### src/rtl/decode_queue_ctrl.sv
// decode_queue_ctrl
// Two-entry in-order queue between fetch and execute.
// Each entry holds the instruction, its PC, and an immediate plus format
// code that are decoded when the entry is pushed.
// Optional build macro: ILLEGAL_OPCODE_EN.
//   Defined:   each entry also stores a flag for an unsupported opcode,
//              and that flag drives o_illegal.
//   Undefined: o_illegal is tied low and no flag storage exists.
module decode_queue_ctrl (
  input  logic        clk,
  input  logic        rst_n,
  input  logic        i_if_valid,
  output logic        o_if_ready,
  input  logic [31:0] i_instr,
  input  logic [31:0] i_pc,
  output logic        o_id_valid,
  input  logic        i_ex_ready,
  output logic [31:0] o_instr,
  output logic [31:0] o_pc,
  output logic [31:0] o_imm,
  output logic [2:0]  o_imm_type,
  input  logic        i_flush,
  output logic        o_illegal
);

  localparam int DEPTH = 2;

  localparam logic [2:0] IMM_NONE = 3'd0;
  localparam logic [2:0] IMM_I    = 3'd1;
  localparam logic [2:0] IMM_S    = 3'd2;
  localparam logic [2:0] IMM_B    = 3'd3;
  localparam logic [2:0] IMM_J    = 3'd4;
  localparam logic [2:0] IMM_U    = 3'd5;

  localparam logic [6:0] OP_LOAD   = 7'b0000011;
  localparam logic [6:0] OP_IMM    = 7'b0010011;
  localparam logic [6:0] OP_JALR   = 7'b1100111;
  localparam logic [6:0] OP_STORE  = 7'b0100011;
  localparam logic [6:0] OP_BRANCH = 7'b1100011;
  localparam logic [6:0] OP_JAL    = 7'b1101111;
  localparam logic [6:0] OP_LUI    = 7'b0110111;
  localparam logic [6:0] OP_AUIPC  = 7'b0010111;

  typedef enum logic [1:0] {
    ST_EMPTY = 2'd0,
    ST_ONE   = 2'd1,
    ST_FULL  = 2'd2
  } state_t;

  state_t      state_reg;
  state_t      state_next;
  logic        wr_ptr_reg;
  logic        wr_ptr_next;
  logic        rd_ptr_reg;
  logic        rd_ptr_next;
  logic        if_ready_reg;

  logic        push;
  logic        pop;
  logic        valid;

  logic [31:0] dec_imm;
  logic [2:0]  dec_type;

  logic [31:0] instr_mem [DEPTH];
  logic [31:0] pc_mem    [DEPTH];
  logic [31:0] imm_mem   [DEPTH];
  logic [2:0]  type_mem  [DEPTH];
  logic [DEPTH-1:0] entry_we;

  logic        head_illegal;

  // The ready flag is registered, so push never depends on i_ex_ready in the same cycle.
  assign valid = (state_reg != ST_EMPTY);
  assign push  = i_if_valid & if_ready_reg;
  assign pop   = valid & i_ex_ready;

  // Decode the offered instruction's immediate and format code before it is stored.
  always_comb begin
    dec_imm  = '0;
    dec_type = IMM_NONE;
    case (i_instr[6:0])
      OP_LOAD, OP_IMM, OP_JALR: begin
        dec_imm  = {{20{i_instr[31]}}, i_instr[31:20]};
        dec_type = IMM_I;
      end
      OP_STORE: begin
        dec_imm  = {{20{i_instr[31]}}, i_instr[31:25], i_instr[11:7]};
        dec_type = IMM_S;
      end
      OP_BRANCH: begin
        dec_imm  = {{19{i_instr[31]}}, i_instr[31], i_instr[7],
                    i_instr[30:25], i_instr[11:8], 1'b0};
        dec_type = IMM_B;
      end
      OP_JAL: begin
        dec_imm  = {{11{i_instr[31]}}, i_instr[31], i_instr[19:12],
                    i_instr[20], i_instr[30:21], 1'b0};
        dec_type = IMM_J;
      end
      OP_LUI, OP_AUIPC: begin
        dec_imm  = {i_instr[31:12], 12'h000};
        dec_type = IMM_U;
      end
      default: begin
        dec_imm  = '0;
        dec_type = IMM_NONE;
      end
    endcase
  end

  // Flush suppresses the write, so a dropped offer never lands in storage.
  genvar gi;
  generate
    for (gi = 0; gi < DEPTH; gi++) begin : g_entry
      assign entry_we[gi] = push & ~i_flush & (wr_ptr_reg == 1'(gi));

      // Capture the pushed entry into its slot; the payload needs no reset.
      always_ff @(posedge clk) begin
        if (entry_we[gi]) begin
          instr_mem[gi] <= i_instr;
          pc_mem[gi]    <= i_pc;
          imm_mem[gi]   <= dec_imm;
          type_mem[gi]  <= dec_type;
        end
      end
    end
  endgenerate

`ifdef ILLEGAL_OPCODE_EN
  logic             dec_illegal;
  logic [DEPTH-1:0] illegal_mem;

  // Flag any opcode outside the supported set.
  always_comb begin
    dec_illegal = 1'b1;
    case (i_instr[6:0])
      OP_LOAD, OP_IMM, OP_JALR, OP_STORE, OP_BRANCH, OP_JAL, OP_LUI, OP_AUIPC,
      7'b0110011, 7'b0001111, 7'b1110011: dec_illegal = 1'b0;
      default:                            dec_illegal = 1'b1;
    endcase
  end

  for (gi = 0; gi < DEPTH; gi++) begin : g_illegal
    // Store the illegal flag next to the rest of the entry.
    always_ff @(posedge clk) begin
      if (entry_we[gi]) begin
        illegal_mem[gi] <= dec_illegal;
      end
    end
  end

  assign head_illegal = illegal_mem[rd_ptr_reg];
`else
  assign head_illegal = 1'b0;
`endif

  // State register: occupancy, pointers and the registered ready flag.
  always_ff @(posedge clk or negedge rst_n) begin
    if (!rst_n) begin
      state_reg    <= ST_EMPTY;
      wr_ptr_reg   <= 1'b0;
      rd_ptr_reg   <= 1'b0;
      if_ready_reg <= 1'b0;
    end else begin
      state_reg    <= state_next;
      wr_ptr_reg   <= wr_ptr_next;
      rd_ptr_reg   <= rd_ptr_next;
      if_ready_reg <= (state_next != ST_FULL);
    end
  end

  // Next state: a flush overrides any same-cycle push and pop.
  always_comb begin
    state_next  = state_reg;
    wr_ptr_next = wr_ptr_reg;
    rd_ptr_next = rd_ptr_reg;
    if (i_flush) begin
      state_next  = ST_EMPTY;
      wr_ptr_next = 1'b0;
      rd_ptr_next = 1'b0;
    end else begin
      if (push) wr_ptr_next = ~wr_ptr_reg;
      if (pop)  rd_ptr_next = ~rd_ptr_reg;
      case (state_reg)
        ST_EMPTY: if (push) state_next = ST_ONE;
        ST_ONE: begin
          if (push && !pop)      state_next = ST_FULL;
          else if (pop && !push) state_next = ST_EMPTY;
        end
        ST_FULL:  if (pop) state_next = ST_ONE;
        default:  state_next = ST_EMPTY;
      endcase
    end
  end

  // Outputs: present the head entry, and force the outputs to zero when the queue is empty.
  always_comb begin
    o_if_ready = if_ready_reg;
    o_id_valid = valid;
    o_instr    = '0;
    o_pc       = '0;
    o_imm      = '0;
    o_imm_type = IMM_NONE;
    o_illegal  = 1'b0;
    if (valid) begin
      o_instr    = instr_mem[rd_ptr_reg];
      o_pc       = pc_mem[rd_ptr_reg];
      o_imm      = imm_mem[rd_ptr_reg];
      o_imm_type = type_mem[rd_ptr_reg];
      o_illegal  = head_illegal;
    end
  end

endmodule

### config.mk
export PLATFORM = sky130hd
export DESIGN_NAME = decode_queue_ctrl
export DESIGN_NICKNAME = d
export VERILOG_FILES = /design/src/rtl/decode_queue_ctrl.sv
export SDC_FILE = /design/constraint.sdc
export NUM_CORES = 1
export LEC_CHECK = 0
export ABC_CLOCK_PERIOD_IN_PS = 10700
export CAP_MARGIN = 20
export CORE_ASPECT_RATIO = 1.75
export CORE_MARGIN = 5
export CORE_UTILIZATION = 45
export DETAILED_ROUTE_END_ITERATION = 8
export PLACE_DENSITY = 0.69
export REMOVE_ABC_BUFFERS = 1
export SYNTH_ARGS = -nofsm -noshare
export SYNTH_HDL_FRONTEND = slang
export SYNTH_SLANG_ARGS = --single-unit
export TNS_END_PERCENT = 50
### constraint.sdc
create_clock -name clk -period 10.7 [get_ports clk]
set_input_delay 1.605 -clock clk [delete_from_list [all_inputs] [get_ports clk]]
set_output_delay 1.605 -clock clk [all_outputs]
set_load 0.03 [all_outputs]
# After elaboration in Yosys (flattened, before gate mapping)
# Memories as Yosys holds them, arrays and structs flattened.
# Cells that the tools add are included.
word_totals:
  reg_bits: 5
  ramBits: 198
  input_bits: 69
  output_inout_bits: 102
  wordCells: 73
  n_memories: 4
classes:
  n_eq_ne: 11
  muxes: 32
  n_bitwise: 8
  reduce_logical: 14
memory_table:
  columns: ["name", "depth", "word_bits", "rd", "rd_ports_with_merged_regs", "wr", "line_no", "text"]
  rows:
  - ["imm_mem", 2, 32, 1, 0, 1, "67", "logic [31:0] imm_mem [DEPTH];"]
  - ["instr_mem", 2, 32, 1, 0, 1, "65", "logic [31:0] instr_mem [DEPTH];"]
  - ["pc_mem", 2, 32, 1, 0, 1, "66", "logic [31:0] pc_mem [DEPTH];"]
  - ["type_mem", 2, 3, 1, 0, 1, "68", "logic [2:0] type_mem [DEPTH];"]
op_table:
  columns: ["cell", "n"]
  rows:
  - ["32-bit two-way mux", 6]
  - ["32-bit one-hot mux with 5 select lines", 1]
  - ["32-bit OR reduction", 3]
  - ["7-bit == test (second input constant)", 3]
  - ["1-bit two-way mux", 16]
  - ["3-bit one-hot mux with 5 select lines", 1]
  - ["7-bit by 5-bit == test with 1-bit output (second input constant)", 2]
  - ["7-bit by 6-bit == test with 1-bit output (second input constant)", 2]
  - ["2-bit two-way mux", 5]
  - ["7-bit by 2-bit == test with 1-bit output (second input constant)", 1]
  - ["3-bit two-way mux", 2]
  - ["2-bit one-hot mux with 3 select lines", 1]
  - ["2-bit nonzero test", 3]
  - ["3-bit OR reduction", 2]
  - ["1-bit AND", 5]
  - ["1-bit NOT", 3]
  - ["2-bit by 1-bit == test with 1-bit output (second input constant)", 1]
  - ["2-bit == test (second input constant)", 1]
  - ["1-bit logical AND", 2]
  - ["1-bit zero test", 2]
  - ["2-bit zero test", 1]
  - ["2-bit inequality test (second input constant)", 1]
  - ["2-bit OR reduction", 1]

# Longest topological paths before layout
# Gate-level depths: netlist of the first run.
depth:
  ltp_word: 8
  depth_mapped: 5
  depth_no_buf: 3

# Least setup slack after synthesis of the first run
# OpenSTA, ideal clock, no wires.
synth_timing:
  path_kind: "input -> register"
  from: "in i_if_valid"
  to: "mem imm_mem[1][0] (enable)"
  setup_ns: 0.699
  t_arrival_ns: 8.982
  required_ns: 10.001
  path_slack_ns: 1.019
  stages: 2
  path_buffers: 0
  cell_sequence: "nand2_1 > nor3b_1"
synth_between:
  elab_chain_len: 7
  word_cells_on_any_way: 11
  cone_classes: "mux: 6; bitwise: 4; reduce/logical: 1"
synth_rtl:
  columns: ["item", "line_no", "text"]
  rows:
  - ["from (decl)", "12", "input logic i_if_valid,"]
  - ["1-bit AND (*)", "75", "assign push = i_if_valid & if_ready_reg;"]
  - ["1-bit AND (*) (2 in a row)", "116", "assign entry_we[gi] = push & ~i_flush & (wr_ptr_reg == 1'(gi));"]
  - ["named net entry_we[1]", "69", "logic [DEPTH-1:0] entry_we;"]
  - ["1-bit two-way mux (*)", "120", "if (entry_we[gi]) begin"]
  - ["1-bit two-way mux (not written as such) (*)", "123", "imm_mem[gi] <= dec_imm;"]
  - ["32-bit OR reduction (no source line)", null, null]
  - ["1-bit two-way mux (no source line)", null, null]
  - ["to (decl)", "67", null]
# Mark *: on every way through the listed nets, which the timed path passes. The rest lies on a longest branch.

# Final worst setup path of the first run
layout_timing:
  from: "reg state_reg[1]"
  to: "out o_imm_type[2]"
layout_between:
  elab_chain_len: 2
layout_rtl:
  columns: ["item", "line_no", "text"]
  rows:
  - ["from (decl)", "50", "state_t state_reg;"]
  - ["from (signal assigned)", "166", "state_reg <= state_next;"]
  - ["2-bit nonzero test", "74", "assign valid = (state_reg != ST_EMPTY);"]
  - ["3-bit two-way mux", "206", "if (valid) begin"]
  - ["to (decl)", "21", "output logic [2:0] o_imm_type,"]
# No other way between the ends.

==> results of run 1 <==
kinds of logic (layout without fill, tap and decap cells):
group	after synthesis	in the layout	share of synthesized area, %
DFF	203	203	73.39
and+or+nand+nor	161	161	9.136
muxes	101	101	12.25
buffers and inverters	37	210	2.118
AOI/OAI and AO/OA	29	29	2.844
xor gates and xnor gates	2	2	0.2118
other	1	1	0.04534
critical path, delay by kind of cell (launching register included):
| kind | cells | cell delay [ns] |
|---|---|---|
| buf+inv | 2 | 1.31 |
| flops | 1 | 0.47 |
| simple gates | 2 | 0.90 |
through the flow:
step | cell area, sq um | worst slack, ns | hold WS [ns] | power, mW | util (%)
2_1_floorplan | 8112 | 1.019 | 0.5193 | 1.141 | -
3_5_place_dp | 10160 | 6.117 | 0.5871 | 1.274 | 56.29
6_report | 10750 | 5.872 | 0.6065 | 1.862 | 59.54
4_1_cts | 10720 | 5.589 | 0.6049 | 1.882 | 59.38
5_1_grt | 10750 | 5.674 | 0.6705 | 1.936 | 59.54
3_3_place_gp | 10160 | 6.158 | 0.5604 | 1.268 | 56.29
cell usage after synthesis:
cell type  number
nor2b_1         8
a211o_1         2
dfrtp_1         5
o32ai_1         2
inv_1           4
conb_1          1
nand4_1         1
nor4b_4         1
a32o_1          1
o21a_1          1
a211oi_1        2
a32oi_1         1
nand3b_1        1
a22o_1          5
a21o_1          8
and4b_1         2
buf_2          20
or4_4           1
and2_1          1
nor4_1          1
mux2_2          2
edfxtp_1      198
nor3_1          1
xor2_1          2
o2111ai_1       1
nand2b_1        4
nand2_1         4
and3b_1         1
a31oi_1         1
buf_4           1
nor3b_2         2
a21oi_1         2
nand4b_1        1
mux2i_1        99
and3_1          1
clkbuf_1       11
nor3b_1         2
o22ai_4         1
nand3_1        25
o21ai_0         2
nor2_1        104
buf_6           1
placed cells by master (no fill, tap or decap), types with 3 or more instances in the layout:
cell and n:
nor2_1 103, clkbuf_8 4, nor3b_2 3, edfxtp_1 198
clkdlybuf4s50_1 169, clkinv_1 3, inv_1 4, mux2i_1 99
nand2b_1 4, nor2b_1 8, nand3_1 25, a22o_1 5
nand2_1 4, dfrtp_1 4, buf_4 6, a21o_1 8
clkbuf_16 19
report_power, final:
group	switching, mW	internal [mW]
Sequential	0.0137	0.910
Combinational	0.196	0.134
Clock	0.260	0.349
per-layer routing:
layer	track usage, %	vias to the layer above
met5	0	-
li1	-	2311
met2	33.19	143
met4	5.368	0
met1	17.61	2449
met3	2.686	29
final timing paths:
kind	endpoint	slack (ns)	from	depth (start not counted)
setup / recovery	o_imm_type[2]	5.87	state_reg[1]	4
hold / removal	wr_ptr_reg	0.61	wr_ptr_reg	2
setup reg to reg	pc_mem[1][30]	8.82	o_if_ready	3
hold reg to reg	wr_ptr_reg	0.61	wr_ptr_reg	2
max in group asynchronous	rd_ptr_reg	9.12	rst_n	1
min in group asynchronous	rd_ptr_reg	1.36	rst_n	1
layout make-up:
class | count | area (sq um) | area share [%]
clock buffer | 25 | 538.0 | 5.005
clock inverter | 5 | 21.27 | 0.1979
inverter | 4 | 15.01 | 0.1397
multi-input combinational | 294 | 2043 | 19.01
sequential | 203 | 6075 | 56.51
tap | 234 | 292.8 | 2.724
timing repair buffer | 176 | 1764 | 16.41
==> flow_metrics.env, run 1 <==
export IMPL_wl_met1_um=6488
export IMPL_crit_type="flop to output port"
export IMPL_drc=0
export IMPL_place_hpwl_um=12340
export IMPL_arrival_ns=3.22
export IMPL_synth_cells=534
export IMPL_slew_viol_final=0
export IMPL_io_buffers=169
export IMPL_slowest_delay_ns=0.70
export IMPL_vias=4932
export IMPL_cts_sinks=203
export IMPL_synth_area_sq_um=8272
export IMPL_p_leak_nw=3.583
export IMPL_start_util_pct=45.81
export IMPL_skew_ns=0.004100
export IMPL_ys_top_cells_by_area="edfxtp_1, mux2i_1, nor2_1"
export IMPL_ioPinCount=171
export IMPL_hold_buffers=0
export IMPL_placed_cells=910
export IMPL_wl_per_cell_um=19.63
export IMPL_fmax_mhz=207.1
export IMPL_antenna_found_initial=0
export IMPL_cts_made_buffers=18
export IMPL_die_w_um=112.5
export IMPL_drive_gt1_share_pct=6.082
export IMPL_overflow=0
export IMPL_maxCapViolCount=0
export IMPL_slowest_stage="nor2_4"
export IMPL_critPathLaunchType="flop"
export IMPL_die_y_um=189.4
export IMPL_cts_path_max_buffers=3
export IMPL_critPathRequiredTime_ns=9.10
export IMPL_dieArea_sq_um=21300
export IMPL_num_rows=65
export IMPL_grt_pass1_vias=5310
export IMPL_viasPerCell=5.241
export IMPL_post_cts_resized=0
export IMPL_first_pass_iters=5
export IMPL_rsz0062_at_grt="false"
export IMPL_top_regs="imm_mem x64, instr_mem x64, pc_mem x64"
export IMPL_htreeDepth=1
export IMPL_fin_setup_tns_ns=0
export IMPL_wl_met2_um=10670
export IMPL_clk_pin_slew_ns=0.06
export IMPL_min_period_ns=4.828
export IMPL_cp_end_kind="output port"
export IMPL_wl_met3_um=860
export IMPL_outcome="finished clean"
export IMPL_first_iter_violations=194
export IMPL_wl_um=18470
export IMPL_cts_tree="yes"
export IMPL_tightest_slew_ns=0.8847
export IMPL_period_share_pct=45.12
export IMPL_cp_cell_sequence="nor2_4 -> buf_4 -> nor2_1 -> clkdlybuf4s50_1"
export IMPL_peakVddDrop_uv=143.3
export IMPL_n_fill_cell=1469
export IMPL_yosysWarnings=0
export IMPL_grt_max_degree=67
export IMPL_area_delta_synth_final_pct=29.95
export IMPL_fin_nets=766
export IMPL_hold_path_class="flop to flop"
export IMPL_ys_ff_latch=203
export IMPL_instances_no_fill=941
export IMPL_cts_root_buf="clkbuf_16"
export IMPL_synth_area_per_cell_sq_um=15.49
export IMPL_highest_layer="met4"
export IMPL_synth_area_leader_cell="edfxtp_1"
export IMPL_p_per_area_nw_per_um2=173.3
export IMPL_antenna_cells=0
export IMPL_grt_pass1_wl_um=27970
export IMPL_final_hold_viol_count=0
export IMPL_setup_viol=0
export IMPL_cp_max_fo=65
export IMPL_synth_seq_area_share_pct=73.39
export IMPL_core_area_sq_um=18050
export IMPL_yosys_area_top_type_share_pct=71.88
export IMPL_grt_use_total_pct=16.75
export IMPL_gp_congestion=0.7838
export IMPL_postRouteAntennaNets=0
export IMPL_relSlewSlack_pct=40.76
export IMPL_clock_latency_ns=0.47
export IMPL_synthDistinctLibCells=42
export IMPL_cts_post_setup_buffers_inserted=0
Note: power is estimated with default switching activity, not from simulation.
==> inputs of run 2 (changes only) <==
Settings changed: ABC_CLOCK_PERIOD_IN_PS 10700 to 4700.
Clock period 10.7 ns to 4.7 ns, I/O delays scaled along.
==> flow_metrics.env, run 2 (synthesis gave the netlist of run 1 again) <==
export IMPL_outcome="finished clean"
export IMPL_top_regs="imm_mem x64, instr_mem x64, pc_mem x64"
export IMPL_tightest_slew_ns=0.8753
export IMPL_rrSetupSlack_ns=2.95
export IMPL_skew_ns=0.005720
export IMPL_io_buffers=169
export IMPL_slew_viol_final=0
export IMPL_htreeDepth=1
export IMPL_n_fill_cell=1423
export IMPL_setup_viol=0
export IMPL_wl_met1_um=6475
export IMPL_gp_congestion=0.7317
export IMPL_grt_use_total_pct=16.37
export IMPL_clock_latency_ns=0.46
export IMPL_period_share_pct=74.67
export IMPL_fmax_mhz=284.9
export IMPL_num_rows=65
export IMPL_drc=0
export IMPL_p_leak_nw=3.587
export IMPL_area_delta_synth_final_pct=30.36
export IMPL_cts_root_buf="clkbuf_16"
export IMPL_highest_layer="met4"
export IMPL_maxCapViolCount=0
export IMPL_hold_buffers=0
export IMPL_wl_per_cell_um=19.08
export IMPL_dieArea_sq_um=21300
export IMPL_cts_path_max_buffers=3
export IMPL_mostFrequentLayoutCells="edfxtp_1, clkdlybuf4s50_1, nor2_1"
export IMPL_post_cts_resized=0
export IMPL_p_per_area_nw_per_um2=397.0
export IMPL_core_area_sq_um=18050
export IMPL_cts_sinks=203
export IMPL_final_hold_viol_count=0
export IMPL_postRouteAntennaNets=0
export IMPL_relSlewSlack_pct=41.51
export IMPL_first_pass_iters=4
export IMPL_start_util_pct=45.81
export IMPL_vias=4945
export IMPL_cts_tree="yes"
export IMPL_first_iter_violations=230
export IMPL_drive_gt1_share_pct=5.658
export IMPL_antenna_found_initial=2
export IMPL_rsz0062_at_grt="false"
export IMPL_crit_type="flop to output port"
export IMPL_crit_path_start="state_reg[1]"
export IMPL_clk_pin_slew_ns=0.06
export IMPL_r2r_start="o_if_ready"
export IMPL_overflow=0
export IMPL_die_y_um=189.4
export IMPL_min_period_ns=3.509
export IMPL_peakVddDrop_uv=283.8
export IMPL_critPathLaunchType="flop"
export IMPL_cp_end_kind="output port"
export IMPL_grt_pass1_vias=5139
export IMPL_viasPerCell=5.244
export IMPL_wl_um=17990
export IMPL_fin_util_pct=59.72
export IMPL_wl_met2_um=10190
export IMPL_fin_nets=766
export IMPL_final_common_cell="edfxtp_1"
export IMPL_grt_pass1_wl_um=27590
export IMPL_grt_max_degree=100
export IMPL_cts_made_buffers=18
export IMPL_hold_path_class="primary input to asynchronous set/reset pin"
export IMPL_place_hpwl_um=11930
export IMPL_arrival_ns=2.80
export IMPL_cp_max_fo=65
export IMPL_fin_setup_tns_ns=0
export IMPL_ioPinCount=171
export IMPL_critPathRequiredTime_ns=3.99
export IMPL_cts_post_setup_buffers_inserted=0
export IMPL_die_w_um=112.5
export IMPL_wl_met3_um=900
run 2: worst paths after layout:
kind                                endpoint  depth (start not counted)
worst max-delay path             o_instr[13]                          4
worst min-delay path              o_if_ready                          1
worst max register to register  pc_mem[1][3]                          3
worst min register to register    wr_ptr_reg                          2
max in group asynchronous         rd_ptr_reg                          1
min in group clk                  wr_ptr_reg                          2
run 2: critical path: stages (launching register included):
cell             delay [ns]
dfrtp_1                0.46
nor2_4                 0.71
buf_12                 0.34
nor2_1                 0.13
clkdlybuf4s50_1        0.61
run 2: power breakdown:
| part | switching [mW] | internal, mW |
|---|---|---|
| sequential | 0.0353 | 2.07 |
| clock | 0.584 | 0.846 |
| combinational | 0.437 | 0.308 |
run 2: routing by layer:
layer | vias up | global-route usage (%)
met4 | 0 | 5.183
met1 | 2448 | 17.99
met3 | 31 | 2.462
li1 | 2321 | -
met5 | - | 0
met2 | 145 | 31.74
run 2: layout make-up:
class                      instances  area [sq um]  share of cell area, %
inverter                           4         15.01                 0.1392
sequential                       203          6075                  56.34
clock buffer                      24         494.2                  4.583
clock inverter                     6         76.32                 0.7078
tap                              234         292.8                  2.715
timing repair buffer             176          1782                  16.52
multi-input combinational        294          2043                  18.95
antenna                            2         5.005                0.04641
run 2: metrics by stage:
stage	power, mW	area, sq um	std cells	setup WS [ns]	hold WS (ns)
floorplan	2.597	8112	501	-4.081	0.4094
global placement	2.887	10210	911	1.689	0.5519
detailed placement	2.900	10210	911	1.663	0.5821
CTS	4.330	10780	941	1.155	0.4538
global route	4.457	10780	943	1.030	0.4637
finish	4.281	10780	943	1.191	0.4658
